--- config.mk ---
export PLATFORM = sky130hd
export DESIGN_NAME = alu_issue_unit_flat
export DESIGN_NICKNAME = d
export VERILOG_FILES = /design/src/rtl/alu_issue_unit_if.sv /design/src/rtl/alu_issue_unit.sv /design/src/flat_wrapper.sv
export SDC_FILE = /design/constraint.sdc
export NUM_CORES = 1
export LEC_CHECK = 0
export CAP_MARGIN = 5
export CORE_MARGIN = 1
export CORE_UTILIZATION = 40
export DETAILED_ROUTE_END_ITERATION = 7
export GPL_TIMING_DRIVEN = 0
export PLACE_DENSITY = 0.7
export SYNTH_ARGS = -nofsm -noshare
export SYNTH_HDL_FRONTEND = slang
export SYNTH_SLANG_ARGS = --single-unit
--- constraint.sdc ---
create_clock -name clk -period 7.15 [get_ports clk]
set_clock_uncertainty 0.1 [all_clocks]
set_input_delay 1.43 -clock clk [delete_from_list [all_inputs] [get_ports clk]]
set_output_delay 1.43 -clock clk [all_outputs]
set_load 0.01 [all_outputs]
--- src/rtl/alu_issue_unit_if.sv ---
// Command/result handshake bundle for alu_issue_unit.
// slave is the issue unit's view; master is the producer/consumer view.
interface alu_issue_unit_if #(
  parameter int WIDTH  = 8,
  parameter int FUNC_W = 3,
  parameter int DEPTH  = 4
);
  localparam int CW = $clog2(DEPTH + 1);

  // command side
  logic              in_valid;
  logic              in_ready;
  logic [WIDTH-1:0]  in_a;
  logic [WIDTH-1:0]  in_b;
  logic [FUNC_W-1:0] in_func;

  // result side
  logic              out_valid;
  logic              out_ready;
  logic [WIDTH-1:0]  out_result;
  logic              out_cout;
  logic              out_zero;
  logic [FUNC_W-1:0] out_func;

  // FIFO occupancy (excludes the output register)
  logic [CW-1:0]     count;

  modport slave (
    input  in_valid, in_a, in_b, in_func, out_ready,
    output in_ready, out_valid, out_result, out_cout, out_zero, out_func, count
  );

  modport master (
    output in_valid, in_a, in_b, in_func, out_ready,
    input  in_ready, out_valid, out_result, out_cout, out_zero, out_func, count
  );
endinterface

--- src/rtl/alu_issue_unit.sv ---
// Issue stage in front of the combinational alu: a small command FIFO whose
// head drives the alu, and an output register that captures the alu result
// with carry/borrow and a zero flag.
module alu_issue_unit #(
  parameter int WIDTH  = 8,
  parameter int FUNC_W = 3,
  parameter int DEPTH  = 4
) (
  input  logic              clk,
  input  logic              rst_n,
  alu_issue_unit_if.slave   bus,
  output logic [WIDTH-1:0]  alu_a,
  output logic [WIDTH-1:0]  alu_b,
  output logic [FUNC_W-1:0] alu_func,
  input  logic [WIDTH-1:0]  alu_result,
  input  logic              alu_cout
);
  localparam int PW = $clog2(DEPTH);
  localparam int CW = $clog2(DEPTH + 1);

  typedef enum logic {OUT_EMPTY = 1'b0, OUT_FULL = 1'b1} out_state_t;

  out_state_t        state_q, state_d;
  logic [PW-1:0]     wr_ptr_q, wr_ptr_d;
  logic [PW-1:0]     rd_ptr_q, rd_ptr_d;
  logic [CW-1:0]     count_q, count_d;
  logic [WIDTH-1:0]  out_result_q, out_result_d;
  logic              out_cout_q, out_cout_d;
  logic              out_zero_q, out_zero_d;
  logic [FUNC_W-1:0] out_func_q, out_func_d;

  logic [WIDTH-1:0]  a_mem_q [DEPTH];
  logic [WIDTH-1:0]  a_mem_d [DEPTH];
  logic [WIDTH-1:0]  b_mem_q [DEPTH];
  logic [WIDTH-1:0]  b_mem_d [DEPTH];
  logic [FUNC_W-1:0] f_mem_q [DEPTH];
  logic [FUNC_W-1:0] f_mem_d [DEPTH];

  logic push;
  logic pop;

  // in_ready depends on registered occupancy only, so a full FIFO never
  // accepts even when the output side drains in the same cycle.
  assign bus.in_ready = (count_q < CW'(DEPTH));
  assign push         = bus.in_valid && bus.in_ready;

  // Head entry feeds the alu continuously.
  assign alu_a    = a_mem_q[rd_ptr_q];
  assign alu_b    = b_mem_q[rd_ptr_q];
  assign alu_func = f_mem_q[rd_ptr_q];

  assign bus.out_valid  = (state_q == OUT_FULL);
  assign bus.out_result = out_result_q;
  assign bus.out_cout   = out_cout_q;
  assign bus.out_zero   = out_zero_q;
  assign bus.out_func   = out_func_q;
  assign bus.count      = count_q;

  for (genvar gi = 0; gi < DEPTH; gi++) begin : g_entry
    // Entry write: load the incoming command when the write pointer selects it.
    always_comb begin
      a_mem_d[gi] = a_mem_q[gi];
      b_mem_d[gi] = b_mem_q[gi];
      f_mem_d[gi] = f_mem_q[gi];
      if (push && (wr_ptr_q == PW'(gi))) begin
        a_mem_d[gi] = bus.in_a;
        b_mem_d[gi] = bus.in_b;
        f_mem_d[gi] = bus.in_func;
      end
    end

    // Entry storage; cleared on reset so the alu sees zeros before any push.
    always_ff @(posedge clk or negedge rst_n) begin
      if (!rst_n) begin
        a_mem_q[gi] <= '0;
        b_mem_q[gi] <= '0;
        f_mem_q[gi] <= '0;
      end else begin
        a_mem_q[gi] <= a_mem_d[gi];
        b_mem_q[gi] <= b_mem_d[gi];
        f_mem_q[gi] <= f_mem_d[gi];
      end
    end
  end

  // State register: FSM state, FIFO pointers/occupancy and output register.
  always_ff @(posedge clk or negedge rst_n) begin
    if (!rst_n) begin
      state_q      <= OUT_EMPTY;
      wr_ptr_q     <= '0;
      rd_ptr_q     <= '0;
      count_q      <= '0;
      out_result_q <= '0;
      out_cout_q   <= 1'b0;
      out_zero_q   <= 1'b0;
      out_func_q   <= '0;
    end else begin
      state_q      <= state_d;
      wr_ptr_q     <= wr_ptr_d;
      rd_ptr_q     <= rd_ptr_d;
      count_q      <= count_d;
      out_result_q <= out_result_d;
      out_cout_q   <= out_cout_d;
      out_zero_q   <= out_zero_d;
      out_func_q   <= out_func_d;
    end
  end

  // Next-state logic: fill when a command is waiting, empty when the
  // consumer takes the last result and nothing is queued behind it.
  always_comb begin
    state_d = state_q;
    case (state_q)
      OUT_EMPTY: if (count_q != '0) state_d = OUT_FULL;
      OUT_FULL:  if (bus.out_ready && (count_q == '0)) state_d = OUT_EMPTY;
      default:   state_d = OUT_EMPTY;
    endcase
  end

  // Output logic: pop the head into the output register whenever it is free
  // or being consumed this cycle; update pointers and occupancy.
  always_comb begin
    pop          = (count_q != '0) && ((state_q == OUT_EMPTY) || bus.out_ready);
    out_result_d = out_result_q;
    out_cout_d   = out_cout_q;
    out_zero_d   = out_zero_q;
    out_func_d   = out_func_q;
    if (pop) begin
      out_result_d = alu_result;
      // Cout is only meaningful for add (0) and subtract (1).
      out_cout_d   = (alu_func < FUNC_W'(2)) ? alu_cout : 1'b0;
      out_zero_d   = (alu_result == '0);
      out_func_d   = alu_func;
    end
    wr_ptr_d = push ? (wr_ptr_q + PW'(1)) : wr_ptr_q;
    rd_ptr_d = pop  ? (rd_ptr_q + PW'(1)) : rd_ptr_q;
    count_d  = count_q + CW'(push) - CW'(pop);
  end
endmodule

--- src/flat_wrapper.sv ---
// flat-port wrapper written by rule: the top's interface ports become plain ports
module alu_issue_unit_flat 
#(
  parameter int WIDTH  = 8,
  parameter int FUNC_W = 3,
  parameter int DEPTH  = 4
)
  (clk, rst_n, alu_a, alu_b, alu_func, alu_result, alu_cout, bus_in_valid, bus_in_a, bus_in_b, bus_in_func, bus_out_ready, bus_in_ready, bus_out_valid, bus_out_result, bus_out_cout, bus_out_zero, bus_out_func, bus_count);
  alu_issue_unit_if #(.WIDTH(WIDTH), .FUNC_W(FUNC_W), .DEPTH(DEPTH)) bus_i ();
  input  logic clk;
  input  logic rst_n;
  output logic [WIDTH-1:0] alu_a;
  output logic [WIDTH-1:0] alu_b;
  output logic [FUNC_W-1:0] alu_func;
  input  logic [WIDTH-1:0] alu_result;
  input  logic alu_cout;
  input wire logic [$bits(bus_i.in_valid)-1:0] bus_in_valid;
  input wire logic [$bits(bus_i.in_a)-1:0] bus_in_a;
  input wire logic [$bits(bus_i.in_b)-1:0] bus_in_b;
  input wire logic [$bits(bus_i.in_func)-1:0] bus_in_func;
  input wire logic [$bits(bus_i.out_ready)-1:0] bus_out_ready;
  output wire logic [$bits(bus_i.in_ready)-1:0] bus_in_ready;
  output wire logic [$bits(bus_i.out_valid)-1:0] bus_out_valid;
  output wire logic [$bits(bus_i.out_result)-1:0] bus_out_result;
  output wire logic [$bits(bus_i.out_cout)-1:0] bus_out_cout;
  output wire logic [$bits(bus_i.out_zero)-1:0] bus_out_zero;
  output wire logic [$bits(bus_i.out_func)-1:0] bus_out_func;
  output wire logic [$bits(bus_i.count)-1:0] bus_count;
  assign bus_i.in_valid = bus_in_valid;
  assign bus_i.in_a = bus_in_a;
  assign bus_i.in_b = bus_in_b;
  assign bus_i.in_func = bus_in_func;
  assign bus_i.out_ready = bus_out_ready;
  assign bus_in_ready = bus_i.in_ready;
  assign bus_out_valid = bus_i.out_valid;
  assign bus_out_result = bus_i.out_result;
  assign bus_out_cout = bus_i.out_cout;
  assign bus_out_zero = bus_i.out_zero;
  assign bus_out_func = bus_i.out_func;
  assign bus_count = bus_i.count;
  alu_issue_unit #(.WIDTH(WIDTH), .FUNC_W(FUNC_W), .DEPTH(DEPTH)) u_core (.clk(clk), .rst_n(rst_n), .bus(bus_i), .alu_a(alu_a), .alu_b(alu_b), .alu_func(alu_func), .alu_result(alu_result), .alu_cout(alu_cout));
endmodule
==> summary.md, run 1 <==
| Metric | Value |
|---|---|
| Flops & latches, synth | 97 |
| Synth async-reset ratio | 100% |
| Cell with the most instances after synthesis | dfrtp_1 |
| Unique masters post-synth | 25 |
| Clk sinks | 97 |
| Tmin final | 3860 ps |
| Initial drt markers | 65 |
| Final setup vio count | 0 |
| WP data required | 5620 ps |
| Ratio of cells with drive above 1 in the final layout | 27.6% |
| Final antenna-violating net count | 0 |
| Final WS setup | 3290 ps |
| Worst Tran Pin Value | 581 ps |
| Avg Cell Area, Syn | 17.0 sq um |
| CP arrival | 2330 ps |
| Fmax | 0.259 GHz |
| Leakage Power | 2.34 nW |
| Area Growth Syn to Fin | 25.8% |
| Area contributors post-synth | dfrtp_1, mux2_2, mux2_1 |
| R2R cell count | 10 |
| Post-synth EDFFs | 0 |
| N_diodes | 0 |
| Cell taking the most area after synthesis | dfrtp_1 |
| Max Slew Vio Count | 0 |
| Wirelength per Cell | 17.5 microns |
| Setup CP Type | reg -> out |
| Ports | 69 |
| Clk root buf | clkbuf_8 |
| Max Buffers Root-to-Sink | 2 |
| Final hold viol count | 0 |
| Status | finished clean |
| Mapped Area | 4270 sq um |
| Synth Flop Type | dfrtp_1 |
| Max cap viols | 0 |
| Total power | 2.48 mW |
| DR vias | 2347 |
| RSZ-0062 raised after global routing | no |
| Pin count of the biggest net entering global routing | 56 |
| Dpl ws | 3240 ps |
| Final period utilization | 54.0% |
| Synth top area share | 56.8% |
| DPL Wire Length | 5600 microns |
| TNS Setup | 0 ps |
| Skew-Pair Late Insertion Delay | 350 ps |
| Num rows | 37 |
| Vias in the first global route | 2495 |
| Commonest cells in the netlist | dfrtp_1, mux2_2, mux2_1, mux4_2, inv_1 |
| Crit path capture type | primary output |
| Initial antenna violation count | 0 |
| Rel. slew slack | 61.3% |
| Starting Density | 41.4% |
| Gate Count Post-Synth | 252 |
| First-pass GRT wire length | 13200 microns |
| GRT Residual Overflow | 0 |
| Mapped Nets | 291 |
| VDD IR max | 0.216 mV |
| CTS buffer count | 9 |
| Htree depth | 3 |
| Postcts setup bufs | 0 |
| Clock tree from TritonCTS | built |
| Post-route DRC violation count | 0 |
| IO Port Bufs | 68 |
| Clock-pin slew of the registers on the worst-case setup and hold paths | 100 ps |
| Hold_buf cts | 0 |
| Final estimated routing congestion in global placement | 0.714 |
| Hold path cells | 1 |
| Ys Warns | 0 |
| Die X | 105 microns |
| Hold Path Class | reg -> reg |
| Final nets | 371 |
| PostCTS Resize Cnt | 0 |
| Router iterations before antenna repair | 4 |
| Die height | 105 microns |
| Final hold slack | 390 ps |
| CORE AREA | 10300 sq um |
| Sequential fraction of the synthesis area | 56.8% |
| Largest fanout on the critical path | 10 |
| Power density cells | 461 nW/um^2 |
| Crit start category | register |
| Vias per cell | 4.96 |
| Die Area | 11100 sq um |
| Total track usage | 15.7% |
| Drt total wl | 8250 microns |
where the power goes:
part,internal (mW),leakage [nW],switching [mW]
logic,0.694,1.06,0.428
clock network,0.208,0.113,0.191
registers,0.819,1.16,0.139
flip-flops by register name, indices dropped and copies added (netlist names), 2 cells and up:
name	count
u_core.bus.count	3
u_core.a_mem_q	32
u_core.bus.out_func	3
u_core.bus.out_result	8
u_core.rd_ptr_q	2
u_core.wr_ptr_q	2
u_core.f_mem_q	12
u_core.b_mem_q	32
final timing paths:
path,slack [ps],start,end
min in group asynchronous,960,rst_n,u_core.bus.out_result[3]$_DFFE_PN0P_
hold / removal,390,u_core.a_mem_q[18]$_DFFE_PN0P_,u_core.a_mem_q[18]$_DFFE_PN0P_
setup / recovery,3290,u_core.rd_ptr_q[0]$_DFFE_PN0P_,alu_a[0]
setup reg to reg,4680,u_core.bus.count[2]$_DFF_PN0_,u_core.bus.count[2]$_DFF_PN0_
hold reg to reg,390,u_core.a_mem_q[18]$_DFFE_PN0P_,u_core.a_mem_q[18]$_DFFE_PN0P_
max in group asynchronous,5310,rst_n,u_core.bus.out_result[6]$_DFFE_PN0P_
placed cells by master, fill, tap and decap left out:
cell type,netlist,final
nor4_1,2,2
bufinv_16,0,2
buf_16,0,1
a21oi_2,1,1
o21ai_0,1,1
inv_1,9,9
mux2_2,47,47
nor3_2,1,1
dfrtp_1,97,97
buf_2,2,2
nor3b_1,1,1
clkinv_4,0,1
inv_6,0,1
clkinvlp_4,0,1
clkbuf_8,0,10
xnor2_1,3,3
mux4_2,11,11
nand2b_1,1,1
nand2_4,4,4
nor2b_1,1,1
mux4_1,8,8
mux2_4,1,1
clkinv_2,0,1
buf_6,5,5
clkdlybuf4s50_1,0,67
xor2_1,2,2
mux2i_1,1,1
buf_4,3,4
ha_1,6,6
fa_1,1,1
and3b_1,1,1
mux2_1,40,40
nand2_1,3,3
logic make-up (layout without fill, tap and decap cells):
group,count (synthesis),after routing,share of synthesized area [%]
buf+inv,19,104,2.87
compound gates,2,2,0.322
xor+xnor,5,5,1.03
flops,97,97,56.8
fa+ha+maj,7,7,2.23
simple gates,14,14,2.52
mux,108,108,34.2
through the flow:
step | cells | cell area, sq um | utilization [%]
2_1_floorplan | 252 | 4270 | -
3_3_place_gp | 456 | 5120 | 49.6
3_5_place_dp | 457 | 5150 | 49.9
4_1_cts | 473 | 5380 | 52.1
5_1_grt | 473 | 5380 | 52.1
6_report | 473 | 5380 | 52.1
layer usage:
| metal | wire length, microns | track usage (%) |
|---|---|---|
| met2 | 3960 | 25.4 |
| met1 | 3900 | 21.4 |
| met4 | 123 | 6.34 |
| met3 | 276 | 2.35 |
| met5 | 0 | 0 |
area by class of cell:
type                    count  area [sq um]
inverters                   9          33.8
plain buffers              10          88.8
fillers                   865          4950
clock inverters             6          90.1
flip-flops and latches     97          2430
multi-input cells         136          1720
well taps                 136           170
clock buffers              10           138
repair buffers             69           706
critical path, cell delays in order, from the launching register on:
cell	delay [ps]
dfrtp_1	460
buf_6	210
buf_4	270
mux4_2	550
clkdlybuf4s50_1	490
(Power assumes the default switching activity.)
==> run 2, diff against run 1 <==
--- a/config.mk
+++ b/config.mk
@@ -10,7 +10,7 @@
 export CORE_UTILIZATION = 40
 export DETAILED_ROUTE_END_ITERATION = 7
 export GPL_TIMING_DRIVEN = 0
-export PLACE_DENSITY = 0.7
+export PLACE_DENSITY = 0.72
 export SYNTH_ARGS = -nofsm -noshare
 export SYNTH_HDL_FRONTEND = slang
 export SYNTH_SLANG_ARGS = --single-unit
==> constraint.sdc (replaced) <==
create_clock -name clk -period 3.45 [get_ports clk]
set_clock_uncertainty 0.1 [all_clocks]
set_input_delay 0.69 -clock clk [delete_from_list [all_inputs] [get_ports clk]]
set_output_delay 0.69 -clock clk [all_outputs]
set_load 0.01 [all_outputs]
==> run 2 against run 1 <==
  * Highest routed layer unchanged
  * Critical endpoint unchanged
  * Power increased by 100%
  * Register-to-register slack worse by 3700 ps
  * Non-clock buffer count is the same
==> summary.md, run 2 (synthesis results as in run 1) <==
| Metric | Value |
|---|---|
| Status | finished clean |
| Skew-Pair Late Insertion Delay | 360 ps |
| Ports | 69 |
| Wirelength per Cell | 16.8 microns |
| Router iterations before antenna repair | 4 |
| Final setup vio count | 0 |
| CP startpoint | u_core.rd_ptr_q[0]$_DFFE_PN0P_ |
| Crit path capture type | primary output |
| Clk sinks | 97 |
| Vias per cell | 5.01 |
| VDD IR max | 0.386 mV |
| Power density cells | 946 nW/um^2 |
| Post-route DRC violation count | 0 |
| Clk root buf | clkbuf_8 |
| Worst Tran Pin Value | 617 ps |
| Final nets | 371 |
| Final period utilization | 90.1% |
| Die X | 105 microns |
| DR vias | 2372 |
| Final cell utilization of the core | 52.0% |
| N_diodes | 0 |
| Pin count of the biggest net entering global routing | 53 |
| Fmax | 0.322 GHz |
| Initial drt markers | 71 |
| CORE AREA | 10300 sq um |
| Tmin final | 3110 ps |
| Htree depth | 3 |
| First-pass GRT wire length | 12900 microns |
| Rel. slew slack | 58.9% |
| Area Growth Syn to Fin | 25.5% |
| # fillers | 866 |
| Max cap viols | 0 |
| Total track usage | 15.3% |
| Clock-pin slew of the registers on the worst-case setup and hold paths | 90 ps |
| Crit start category | register |
| Final antenna-violating net count | 0 |
| Hold Path Class | in -> async |
| Final hold viol count | 0 |
| Most common cell after layout, fill and taps aside | dfrtp_1 |
| GRT Residual Overflow | 0 |
| Drt total wl | 7940 microns |
| RSZ-0062 raised after global routing | no |
| Starting Density | 41.4% |
| TNS Setup | 0 ps |
| CTS buffer count | 9 |
| Leakage Power | 2.33 nW |
| Vias in the first global route | 2467 |
| Final estimated routing congestion in global placement | 0.680 |
| Max Slew Vio Count | 0 |
| Die Area | 11100 sq um |
| Postcts setup bufs | 0 |
| Num rows | 37 |
| IO Port Bufs | 68 |
| Top flop regs | u_core.a_mem_q x32, u_core.b_mem_q x32, u_core.f_mem_q x12 |
| Die height | 105 microns |
| Largest fanout on the critical path | 10 |
| Reg-to-reg critical path startpoint | u_core.bus.count[1]$_DFF_PN0_ |
| Clock tree from TritonCTS | built |
| Most frequent cells in the layout | dfrtp_1, clkdlybuf4s50_1, mux2_2 |
| Max Buffers Root-to-Sink | 2 |
| Ratio of cells with drive above 1 in the final layout | 27.6% |
| Setup CP Type | reg -> out |
| Finished Layout Cells | 473 |
| WP data required | 2660 ps |
| Inst Count DP | 457 |
| PostCTS Resize Cnt | 0 |
| DPL Wire Length | 5550 microns |
| Hold_buf cts | 0 |
| CP arrival | 2320 ps |
| Initial antenna violation count | 0 |
## run 2: cell count changes in the layout (fill, tap and decap cells not counted), sizes merged
| cell | before | now |
|---|---|---|
| clkinvlp | 1 | 2 |
| clkbuf | 10 | 12 |
| inv | 10 | 9 |
| bufinv | 2 | 1 |
| clkinv | 2 | 1 |
## run 2: critical path, stage by stage, from the launching register on
cell             delay, ps
dfrtp_1                440
buf_6                  210
buf_4                  270
mux4_2                 520
clkdlybuf4s50_1        520
## run 2: cell type report
class,count,area (sq um),area share [%]
Inverter,9,33.8,0.630
Buffer,10,88.8,1.66
Timing Repair Buffer,69,706,13.2
Tap cell,136,170,3.17
Multi-Input combinational cell,136,1720,32.1
Clock buffer,12,165,3.08
Sequential cell,97,2430,45.3
Clock inverter,4,50.0,0.933
## run 2: final timing paths
kind / endpoint / slack (ps) / depth (start not counted)
max: alu_a[0] / 340 / 4
min reg2reg: u_core.b_mem_q[23]$_DFFE_PN0P_ / 390 / 1
min: u_core.b_mem_q[27]$_DFFE_PN0P_ / 230 / 1
max in group asynchronous: u_core.bus.out_result[5]$_DFFE_PN0P_ / 2350 / 2
max reg2reg: u_core.bus.count[2]$_DFF_PN0_ / 970 / 10
min in group clk: u_core.b_mem_q[23]$_DFFE_PN0P_ / 390 / 1
## run 2: metal layers
metal  wire length, microns  share of wire [%]  track usage (%)  vias up
li1                       -                  -                -     1088
met1                   3790                 48             20.9     1228
met2                   3750                 47             24.4       50
met3                    301                3.8             3.46        6
met4                     92                1.2             4.53        0
met5                      0                  0                0        -
## run 2: stage by stage
| stage | worst slack [ps] | hold WS [ps] | power [mW] | cell area, sq um |
|---|---|---|---|---|
| 3_5_place_dp | 265 | 374 | 4.37 | 5150 |
| 4_1_cts | 285 | 249 | 5.15 | 5360 |
| 6_report | 343 | 235 | 5.07 | 5360 |
| 2_1_floorplan | 959 | 294 | 3.36 | 4270 |
| 5_1_grt | 218 | 268 | 5.38 | 5360 |
| 3_3_place_gp | -1890 | 365 | 4.27 | 5120 |
## run 2: report_power, final
part           internal (mW)  total (mW)  leakage, nW  switching, mW
registers               1.70        1.98         1.16          0.283
clock network          0.393       0.768        0.105          0.375
logic                   1.44        2.32         1.06          0.885
==> run 3, diff against run 2 <==
--- a/config.mk
+++ b/config.mk
@@ -8,6 +8,7 @@
 export CAP_MARGIN = 5
 export CORE_MARGIN = 1
 export CORE_UTILIZATION = 40
+export CTS_CLUSTER_DIAMETER = 200
 export DETAILED_ROUTE_END_ITERATION = 7
 export GPL_TIMING_DRIVEN = 0
 export PLACE_DENSITY = 0.72
==> results of run 3 <==
No change in the layout: final DEF, timing and power equal those of run 2.
